File: config.mk
export PLATFORM = sky130hd
export DESIGN_NAME = clk_phase_meter
export DESIGN_NICKNAME = d
export VERILOG_FILES = /design/src/rtl/clk_phase_meter.sv
export SDC_FILE = /design/constraint.sdc
export NUM_CORES = 1
export LEC_CHECK = 0
export BUFFER_PORTS_ARGS = -buffer_cell sky130_fd_sc_hd__buf_2
export CORE_MARGIN = 2
export CORE_UTILIZATION = 35
export CTS_CLUSTER_DIAMETER = 80
export DETAILED_ROUTE_END_ITERATION = 6
export SETUP_SLACK_MARGIN = 0.05
export SKIP_CTS_REPAIR_TIMING = 1
export SLEW_MARGIN = 30
export SYNTH_ARGS = -nofsm -noshare
export SYNTH_HDL_FRONTEND = slang
export SYNTH_SLANG_ARGS = --single-unit
File: constraint.sdc
create_clock -name sys_clk -period 6.1 [get_ports sys_clk]
set_clock_uncertainty 0.15 [all_clocks]
set_input_delay 0.305 -clock sys_clk [delete_from_list [all_inputs] [get_ports sys_clk]]
set_output_delay 0.305 -clock sys_clk [all_outputs]
set_load 0.01 [all_outputs]
File: src/rtl/clk_phase_meter.sv
// clk_phase_meter: samples the clock-wizard reference clock and its
// phase-shifted copy as data in the sys_clk domain. For each reference period
// it measures the period, the high time and the ref-rise to dut-rise delay,
// all in sys_clk cycles. It averages these over 2^AVG_LOG2 periods and
// publishes each result with a one-cycle meas_valid strobe.
module clk_phase_meter #(
    parameter int SYNC_STAGES = 2,
    parameter int CNT_W       = 16,
    parameter int AVG_LOG2    = 3,
    parameter int TIMEOUT     = 1000
) (
    input  logic             sys_clk,
    input  logic             sys_rst_n,
    input  logic             locked,
    input  logic             meas_en,
    input  logic             clk_ref_in,
    input  logic             clk_dut_in,
    output logic [CNT_W-1:0] period_cnt,
    output logic [CNT_W-1:0] high_cnt,
    output logic [CNT_W-1:0] phase_cnt,
    output logic             meas_valid,
    output logic             meas_busy,
    output logic             timeout_err
);

    localparam int ACC_W = CNT_W + AVG_LOG2;
    localparam logic [CNT_W-1:0]  T_ONE    = CNT_W'(1);
    localparam logic [CNT_W-1:0]  T_MAX    = '1;
    localparam logic [CNT_W-1:0]  T_TO_M1  = CNT_W'(TIMEOUT - 1);
    localparam logic [AVG_LOG2:0] WIN_ONE  = (AVG_LOG2 + 1)'(1);
    localparam logic [AVG_LOG2:0] WIN_LAST = (AVG_LOG2 + 1)'((2 ** AVG_LOG2) - 1);

    typedef enum logic [1:0] {
        ST_IDLE,
        ST_ARM,
        ST_MEASURE,
        ST_ERROR
    } state_t;

    state_t state, state_next;

    logic [SYNC_STAGES-1:0] ref_sync, dut_sync;
    logic                   ref_d, dut_d;
    logic                   ref_lvl, ref_rise, dut_rise;

    logic [CNT_W-1:0]  t_cnt, high_run, phase_run;
    logic              dut_seen;
    logic [CNT_W-1:0]  phase_sample;
    logic [ACC_W-1:0]  acc_period, acc_high, acc_phase;
    logic [ACC_W-1:0]  sum_period, sum_high, sum_phase;
    logic [AVG_LOG2:0] win_cnt;

    logic active, close_win, publish;

    assign ref_lvl  = ref_sync[SYNC_STAGES-1];
    assign ref_rise = ref_lvl & ~ref_d;
    assign dut_rise = dut_sync[SYNC_STAGES-1] & ~dut_d;
    assign active   = meas_en & locked;

    // A window with no dut rise reports its full length as the phase.
    assign phase_sample = dut_seen ? phase_run : t_cnt;
    assign sum_period   = acc_period + ACC_W'(t_cnt);
    assign sum_high     = acc_high + ACC_W'(high_run);
    assign sum_phase    = acc_phase + ACC_W'(phase_sample);

    // Both inputs go through identical chains so their relative phase is kept.
    always_ff @(posedge sys_clk or negedge sys_rst_n) begin
        if (!sys_rst_n) begin
            ref_sync <= '0;
            dut_sync <= '0;
            ref_d    <= 1'b0;
            dut_d    <= 1'b0;
        end else begin
            ref_sync <= {ref_sync[SYNC_STAGES-2:0], clk_ref_in};
            dut_sync <= {dut_sync[SYNC_STAGES-2:0], clk_dut_in};
            ref_d    <= ref_sync[SYNC_STAGES-1];
            dut_d    <= dut_sync[SYNC_STAGES-1];
        end
    end

    // State register.
    always_ff @(posedge sys_clk or negedge sys_rst_n) begin
        if (!sys_rst_n) begin
            state <= ST_IDLE;
        end else begin
            state <= state_next;
        end
    end

    // Next state plus window-close / publish decisions; aborts beat a closing rise.
    always_comb begin
        state_next = state;
        close_win  = 1'b0;
        publish    = 1'b0;
        case (state)
            ST_IDLE: begin
                if (active) state_next = ST_ARM;
            end
            ST_ARM: begin
                if (!active)               state_next = ST_IDLE;
                else if (ref_rise)         state_next = ST_MEASURE;
                else if (t_cnt == T_TO_M1) state_next = ST_ERROR;
            end
            ST_MEASURE: begin
                if (!active) begin
                    state_next = ST_IDLE;
                end else if (ref_rise) begin
                    close_win = 1'b1;
                    publish   = (win_cnt == WIN_LAST);
                end else if (t_cnt == T_TO_M1) begin
                    state_next = ST_ERROR;
                end
            end
            ST_ERROR: begin
                if (!meas_en) state_next = ST_IDLE;
            end
            default: state_next = ST_IDLE;
        endcase
    end

    // Per-window trackers: cycle counter, high-time count and first dut rise.
    always_ff @(posedge sys_clk or negedge sys_rst_n) begin
        if (!sys_rst_n) begin
            t_cnt     <= '0;
            high_run  <= '0;
            phase_run <= '0;
            dut_seen  <= 1'b0;
        end else if (state == ST_IDLE) begin
            t_cnt     <= '0;
            high_run  <= '0;
            phase_run <= '0;
            dut_seen  <= 1'b0;
        end else if (ref_rise) begin
            t_cnt     <= T_ONE;
            high_run  <= T_ONE;
            phase_run <= '0;
            dut_seen  <= dut_rise;
        end else begin
            if (t_cnt != T_MAX) t_cnt <= t_cnt + T_ONE;
            if (ref_lvl && high_run != T_MAX) high_run <= high_run + T_ONE;
            if (dut_rise && !dut_seen) begin
                dut_seen  <= 1'b1;
                phase_run <= t_cnt;
            end
        end
    end

    // Accumulate closed windows and publish the truncated average every 2^AVG_LOG2.
    always_ff @(posedge sys_clk or negedge sys_rst_n) begin
        if (!sys_rst_n) begin
            acc_period <= '0;
            acc_high   <= '0;
            acc_phase  <= '0;
            win_cnt    <= '0;
            period_cnt <= '0;
            high_cnt   <= '0;
            phase_cnt  <= '0;
            meas_valid <= 1'b0;
        end else begin
            meas_valid <= 1'b0;
            if (state == ST_IDLE) begin
                acc_period <= '0;
                acc_high   <= '0;
                acc_phase  <= '0;
                win_cnt    <= '0;
            end else if (close_win) begin
                if (publish) begin
                    period_cnt <= CNT_W'(sum_period >> AVG_LOG2);
                    high_cnt   <= CNT_W'(sum_high >> AVG_LOG2);
                    phase_cnt  <= CNT_W'(sum_phase >> AVG_LOG2);
                    meas_valid <= 1'b1;
                    acc_period <= '0;
                    acc_high   <= '0;
                    acc_phase  <= '0;
                    win_cnt    <= '0;
                end else begin
                    acc_period <= sum_period;
                    acc_high   <= sum_high;
                    acc_phase  <= sum_phase;
                    win_cnt    <= win_cnt + WIN_ONE;
                end
            end
        end
    end

    // Registered status flags follow the state being entered.
    always_ff @(posedge sys_clk or negedge sys_rst_n) begin
        if (!sys_rst_n) begin
            meas_busy   <= 1'b0;
            timeout_err <= 1'b0;
        end else begin
            meas_busy   <= (state_next == ST_ARM) || (state_next == ST_MEASURE);
            timeout_err <= (state_next == ST_ERROR);
        end
    end

endmodule
### Word level (Yosys, flattened, before mapping)

Index checks and enable logic that the tools add are counted.

| word-level totals | value |
|---|---|
| register bits after elaboration | 169 |
| latch bits | 0 |
| memory bits (writable) | 0 |
| memory bits (read-only) | 0 |
| input bits | 6 |
| output and inout bits | 51 |
| word-level logic and storage cells | 93 |
| memories kept | 0 |

| operators by class | value |
|---|---|
| add/subtract/negate cells | 6 |
| $mul | 0 |
| divide/modulo/power cells | 0 |
| magnitude comparators | 0 |
| eq/ne operators | 10 |
| shifts and indexed selects | 0 |
| multiplexer cells | 42 |
| bitwise logic cells | 6 |
| reduce and logical (&&, ||, !) cells | 10 |

Operators by type and width:

| cell | count |
|---|---|
| $mux 19 | 9 |
| $mux 16 | 10 |
| $add 19x16->19 | 3 |
| $add 16x1->16 const B | 2 |
| $ne 16x16->1 const B | 2 |
| $eq 16x10->1 const B | 1 |
| $mux 2 | 7 |
| $mux 1 | 12 |
| $mux 4 | 3 |
| $reduce_bool 3->1 | 3 |
| $eq 2x2->1 const B | 4 |
| $pmux 2 s4 | 1 |
| $add 4x1->4 const B | 1 |
| $eq 2x1->1 const B | 2 |
| $eq 4x3->1 const B | 1 |
| $and 1x1->1 | 3 |
| $not 1->1 | 3 |
| $reduce_and 3->1 | 1 |
| $logic_and 1x1->1 | 2 |
| $logic_not 2->1 | 1 |
| $reduce_bool 2->1 | 1 |
| $logic_not 1->1 | 1 |
| $logic_or 1x1->1 | 1 |

### Depth between registers and ports, before layout

| depth | value |
|---|---|
| word-level depth | 8 |
| mapped depth | 11 |
| gate-level depth less buffers | 10 |

### Least setup slack after synthesis

No wires, ideal clock.

| timing | value |
|---|---|
| kind | reg-to-reg |
| from | register dut_seen |
| to | register phase_cnt[11] |
| setup time | 125 ps |
| arrival time | 3008 ps |
| data required time | 5825 ps |
| path slack | 2818 ps |
| stages on the path, launching flop included | 12 |
| path buffers | 1 |
| clock period less this slack | 3282 ps |
| path through | dfrtp_1 -> clkbuf_1 -> mux2_2 -> ha_1 -> fa_1 -> a21oi_1 -> nor2_1 -> or4_1 -> nand2_1 -> o21ai_0 -> xor2_1 -> mux2_2 |

| on the way | value |
|---|---|
| cells in the longest elaborated chain, start to end | 2 |

Ends and longest elaborated chain:

| element | RTL line | text |
|---|---|---|
| start: declaration | 47 | `logic dut_seen;` |
| start signal: assignment | 137 | `dut_seen <= dut_rise;` |
| $mux 16 | 61 | `assign phase_sample = dut_seen ? phase_run : t_cnt;` |
| $add 19x16->19 | 64 | `assign sum_phase = acc_phase + ACC_W'(phase_sample);` |
| end signal: assignment | 170 | `phase_cnt <= CNT_W'(sum_phase >> AVG_LOG2);` |
| end: declaration | 20 | `output logic [CNT_W-1:0] phase_cnt,` |

No other way between the ends.
A chain may end at the register's enable or synchronous reset.

### Worst setup path in the final report

| timing | value |
|---|---|
| from | register dut_seen |
| to | register acc_phase[16] |

| on the way | value |
|---|---|
| cells in the longest elaborated chain, start to end | 5 |

Ends and longest elaborated chain:

| element | RTL line | text |
|---|---|---|
| $mux 16 | 61 |  |
| $add 19x16->19 | 64 |  |
| $mux 19 | 167 | `if (publish) begin` |
| $mux 19 | 166 | `end else if (close_win) begin` |
| $mux 19 | 161 | `if (state == ST_IDLE) begin` |
| end signal: assignment | 179 | `acc_phase <= sum_phase;` |
| end: declaration | 49 | `logic [ACC_W-1:0] acc_period, acc_high, acc_phase;` |

No other way between the ends. The select of a mux whose other input is x is not followed.

==> impl_metrics.env <==
export IMPL_status="complete, no violations"
export IMPL_grt_antenna_before_repair=0
export IMPL_synth_area_leader_cell="dfrtp_1"
export IMPL_reg2reg_from="dut_seen"
export IMPL_cts_tree="built"
export IMPL_grt_start_max_net_pins=101
export IMPL_peakVddDrop_mv=0.159
export IMPL_antennaDiodeCount=0
export IMPL_clkPwrFrac_pct=45.8
export IMPL_yosys_register_bits=169
export IMPL_design_area_mm2=0.0105
export IMPL_stdcell_count=1374
export IMPL_wirelength_um=22100
export IMPL_critPathLaunchType="flip-flop"
export IMPL_ios=57
export IMPL_worst_path_max_fanout=20
export IMPL_drive_gt1_share_pct=12.2
export IMPL_holdPathStages=2
export IMPL_design_core_area_mm2=0.0261
export IMPL_syn_inst=990
export IMPL_internal_power_uw=1690
export IMPL_via_count=7320
export IMPL_synth_edf_count=0
export IMPL_seq_power_share_pct=51.0
export IMPL_yosysSeqAreaShare_pct=45.4
export IMPL_use_met1_pct=22.1
export IMPL_drc_errors=0
export IMPL_grt_pass1_vias=7040
export IMPL_syn_area_per_cell_um2=9.41
export IMPL_clock_fmax_mhz=266
export IMPL_p_sw_share_pct=24.3
export IMPL_tns_ns=0
export IMPL_critPathKind="reg2reg"
export IMPL_slew_viol_final=0
export IMPL_worstPathArrival_ns=3.97
export IMPL_post_route_min_period_ns=3.76
export IMPL_grt_use_met2_pct=26.2
export IMPL_area_delta_synth_final_pct=12.4
export IMPL_grt_busiest_layer="met2"
export IMPL_ant_nets=0
export IMPL_slew_headroom_pct=45.1
export IMPL_start_util_pct=35.7
export IMPL_clock_path_buffers=2
export IMPL_rows=59
export IMPL_max_slew_worst_pin_slew_ns=0.823
export IMPL_max_cap_viol_count=0
export IMPL_overflow=0
export IMPL_vias_per_cell=5.33
export IMPL_p_leak_uw=0.00507
export IMPL_netlist_area_mm2=0.00931
export IMPL_r2r_cells=10
export IMPL_die_area_mm2=0.0279
export IMPL_hold_class="in2reg"
export IMPL_hold_start="meas_en"
export IMPL_yosys_warnings=0
export IMPL_clk_pin_slew_ns=0.07
export IMPL_synth_fp_nets=1051
export IMPL_die_height_um=167
export IMPL_switching_power_uw=540
export IMPL_rsz0062_at_grt="no"
export IMPL_yosysTopAreaCellShare_pct=45.4
export IMPL_finalHoldViolCount=0
export IMPL_fin_crit_sh_pct=61.6
export IMPL_drtPass1Iterations=5
export IMPL_ctsHtreeMaxLevel=4
export IMPL_first_iter_violations=549
export IMPL_seq_area_mm2=0.00423
export IMPL_dpl_hpwl_um=15000
export IMPL_insertion_delay_ns=0.43
export IMPL_grt_usage_pct=16.1
export IMPL_dpl_instance_area_mm2=0.00988
export IMPL_grt_pass1_wl_um=36800
export IMPL_r2r_slack_ns=2.34
export IMPL_die_w_um=167
export IMPL_synth_distinct_cells=63
export IMPL_multi_input_area_mm2=0.00484
export IMPL_cts_sinks=169
export IMPL_dpl_cell_count=1339
export IMPL_holdPathEnd="state[0]"
export IMPL_place_port_buffers=56
export IMPL_use_met3_pct=3.14
export IMPL_synthArstFlopShare_pct=100
export IMPL_r2r_end="acc_phase[16]"
export IMPL_p_total_uw=2230
export IMPL_yosys_top_cells_area="dfrtp_1 (45%), nand2_1 (7.6%), ha_1 (7.0%), a21oi_1 (3.8%), xor2_1 (3.7%)"
export IMPL_n_fill_cell=2612
export IMPL_comb_power_share_pct=3.2
export IMPL_wl_per_cell_um=16.1
export IMPL_setup_viol=0
export IMPL_ys_flop_type="dfrtp_1"
export IMPL_power_density_mw_per_mm2=213
export IMPL_cts_made_buffers=17
export IMPL_root_buffer="clkbuf_16"
export IMPL_nets=1087
export IMPL_place_congestion=0.814
export IMPL_worstSetupEndpointType="flip-flop"
export IMPL_cp_data_required_time_ns=6.31
metal layers:
metal	part of all wire, %	routed length, µm	vias up
met5	0	0	-
met4	1.6	362	0
met3	3.1	688	26
met2	47	10400	117
met1	48	10700	3564
li1	-	-	3613
sequential cells by signal (all words and copies together), names as in the netlist, 2 cells and up:
| signal | flops |
|---|---|
| acc_high | 19 |
| acc_period | 19 |
| acc_phase | 19 |
| high_cnt | 16 |
| high_run | 16 |
| period_cnt | 16 |
| phase_cnt | 16 |
| phase_run | 16 |
| t_cnt | 16 |
| win_cnt | 4 |
| dut_sync | 2 |
| ref_sync | 2 |
| state | 2 |
per-stage QoR:
step	hold WS, ns	utilization (%)	worst slack (ns)
2_1_floorplan	-0.141	-	2.82
3_3_place_gp	0.199	37.9	2.43
3_5_place_dp	0.188	37.9	2.38
4_1_cts	-0.200	40.0	2.35
5_1_grt	0.0147	40.2	2.17
6_report	0.0256	40.2	2.34
cell usage after synthesis, types with 9 or more instances:
master    count
nand3_1      22
clkbuf_1     42
xnor2_1      27
o21ai_0      66
and3_1       13
ha_1         52
nand2_1     188
a21oi_1      71
nor2b_1       9
a22o_1       35
nand4_1      21
inv_1        13
xor2_1       39
a21o_1       20
mux2_2       20
nor2_1       50
dfrtp_1     169
a31oi_1      17
cells by family (layout without fill, tap and decap cells):
family | Yosys count | after routing | share of synthesized area, %
XOR/XNOR | 66 | 66 | 6.21
AND/OR/NAND/NOR | 346 | 346 | 16.8
AO/OA/AOI/OAI | 269 | 269 | 18.6
multiplexers | 22 | 22 | 2.63
buffers and inverters | 63 | 112 | 2.69
flip-flops | 169 | 169 | 45.4
adder cells (fa/ha/maj) | 55 | 55 | 7.63
layout make-up:
| cell class | instances | area share [%] |
|---|---|---|
| Clock buffer | 19 | 4.33 |
| Clock inverter | 13 | 0.908 |
| Inverter | 13 | 0.466 |
| Multi-Input combinational cell | 758 | 46.2 |
| Sequential cell | 169 | 40.4 |
| Tap cell | 335 | 4.00 |
| Timing Repair Buffer | 67 | 3.66 |
worst max-delay path: stages, from the launching register on:
cell	delay, ns
dfrtp_1	0.82
mux2_2	0.41
ha_1	0.22
fa_1	0.41
a21oi_1	0.18
nor2_1	0.09
or4_1	0.56
nand2_1	0.21
o21ai_1	0.17
or2_2	0.30
a31oi_1	0.15
how the worst max path moves through the flow:
stage | to | cells after the start | from
finish | acc_phase[16] | 10 | dut_seen
global route | acc_phase[16] | 10 | dut_seen
CTS | phase_cnt[11] | 10 | dut_seen
detailed placement | phase_cnt[11] | 10 | dut_seen
global placement | phase_cnt[11] | 10 | dut_seen
floorplan | phase_cnt[11] | 11 | dut_seen
power by group through the flow:
stage | Combinational (µW) | Clock, µW | Sequential, µW
final | 71.9 | 1020 | 1130
after floorplan | 35.2 | 0 | 1150
after global placement | 72.2 | 0 | 1160
after CTS | 73.2 | 1050 | 1130
after global routing | 82.1 | 1100 | 1130
after detailed placement | 73.3 | 0 | 1160
layout by cell type (no fill, tap or decap), drive strengths merged, types with 21 or more instances in the layout:
cell,netlist,routed
a22o,35,35
xnor2,27,27
dfrtp,169,169
nand2,188,188
a21oi,72,72
xor2,39,39
ha,52,52
o21ai,70,70
nor2,50,50
nand4,21,21
nand3,23,23
buf,8,63
Note: power is estimated with default switching activity, not from simulation.
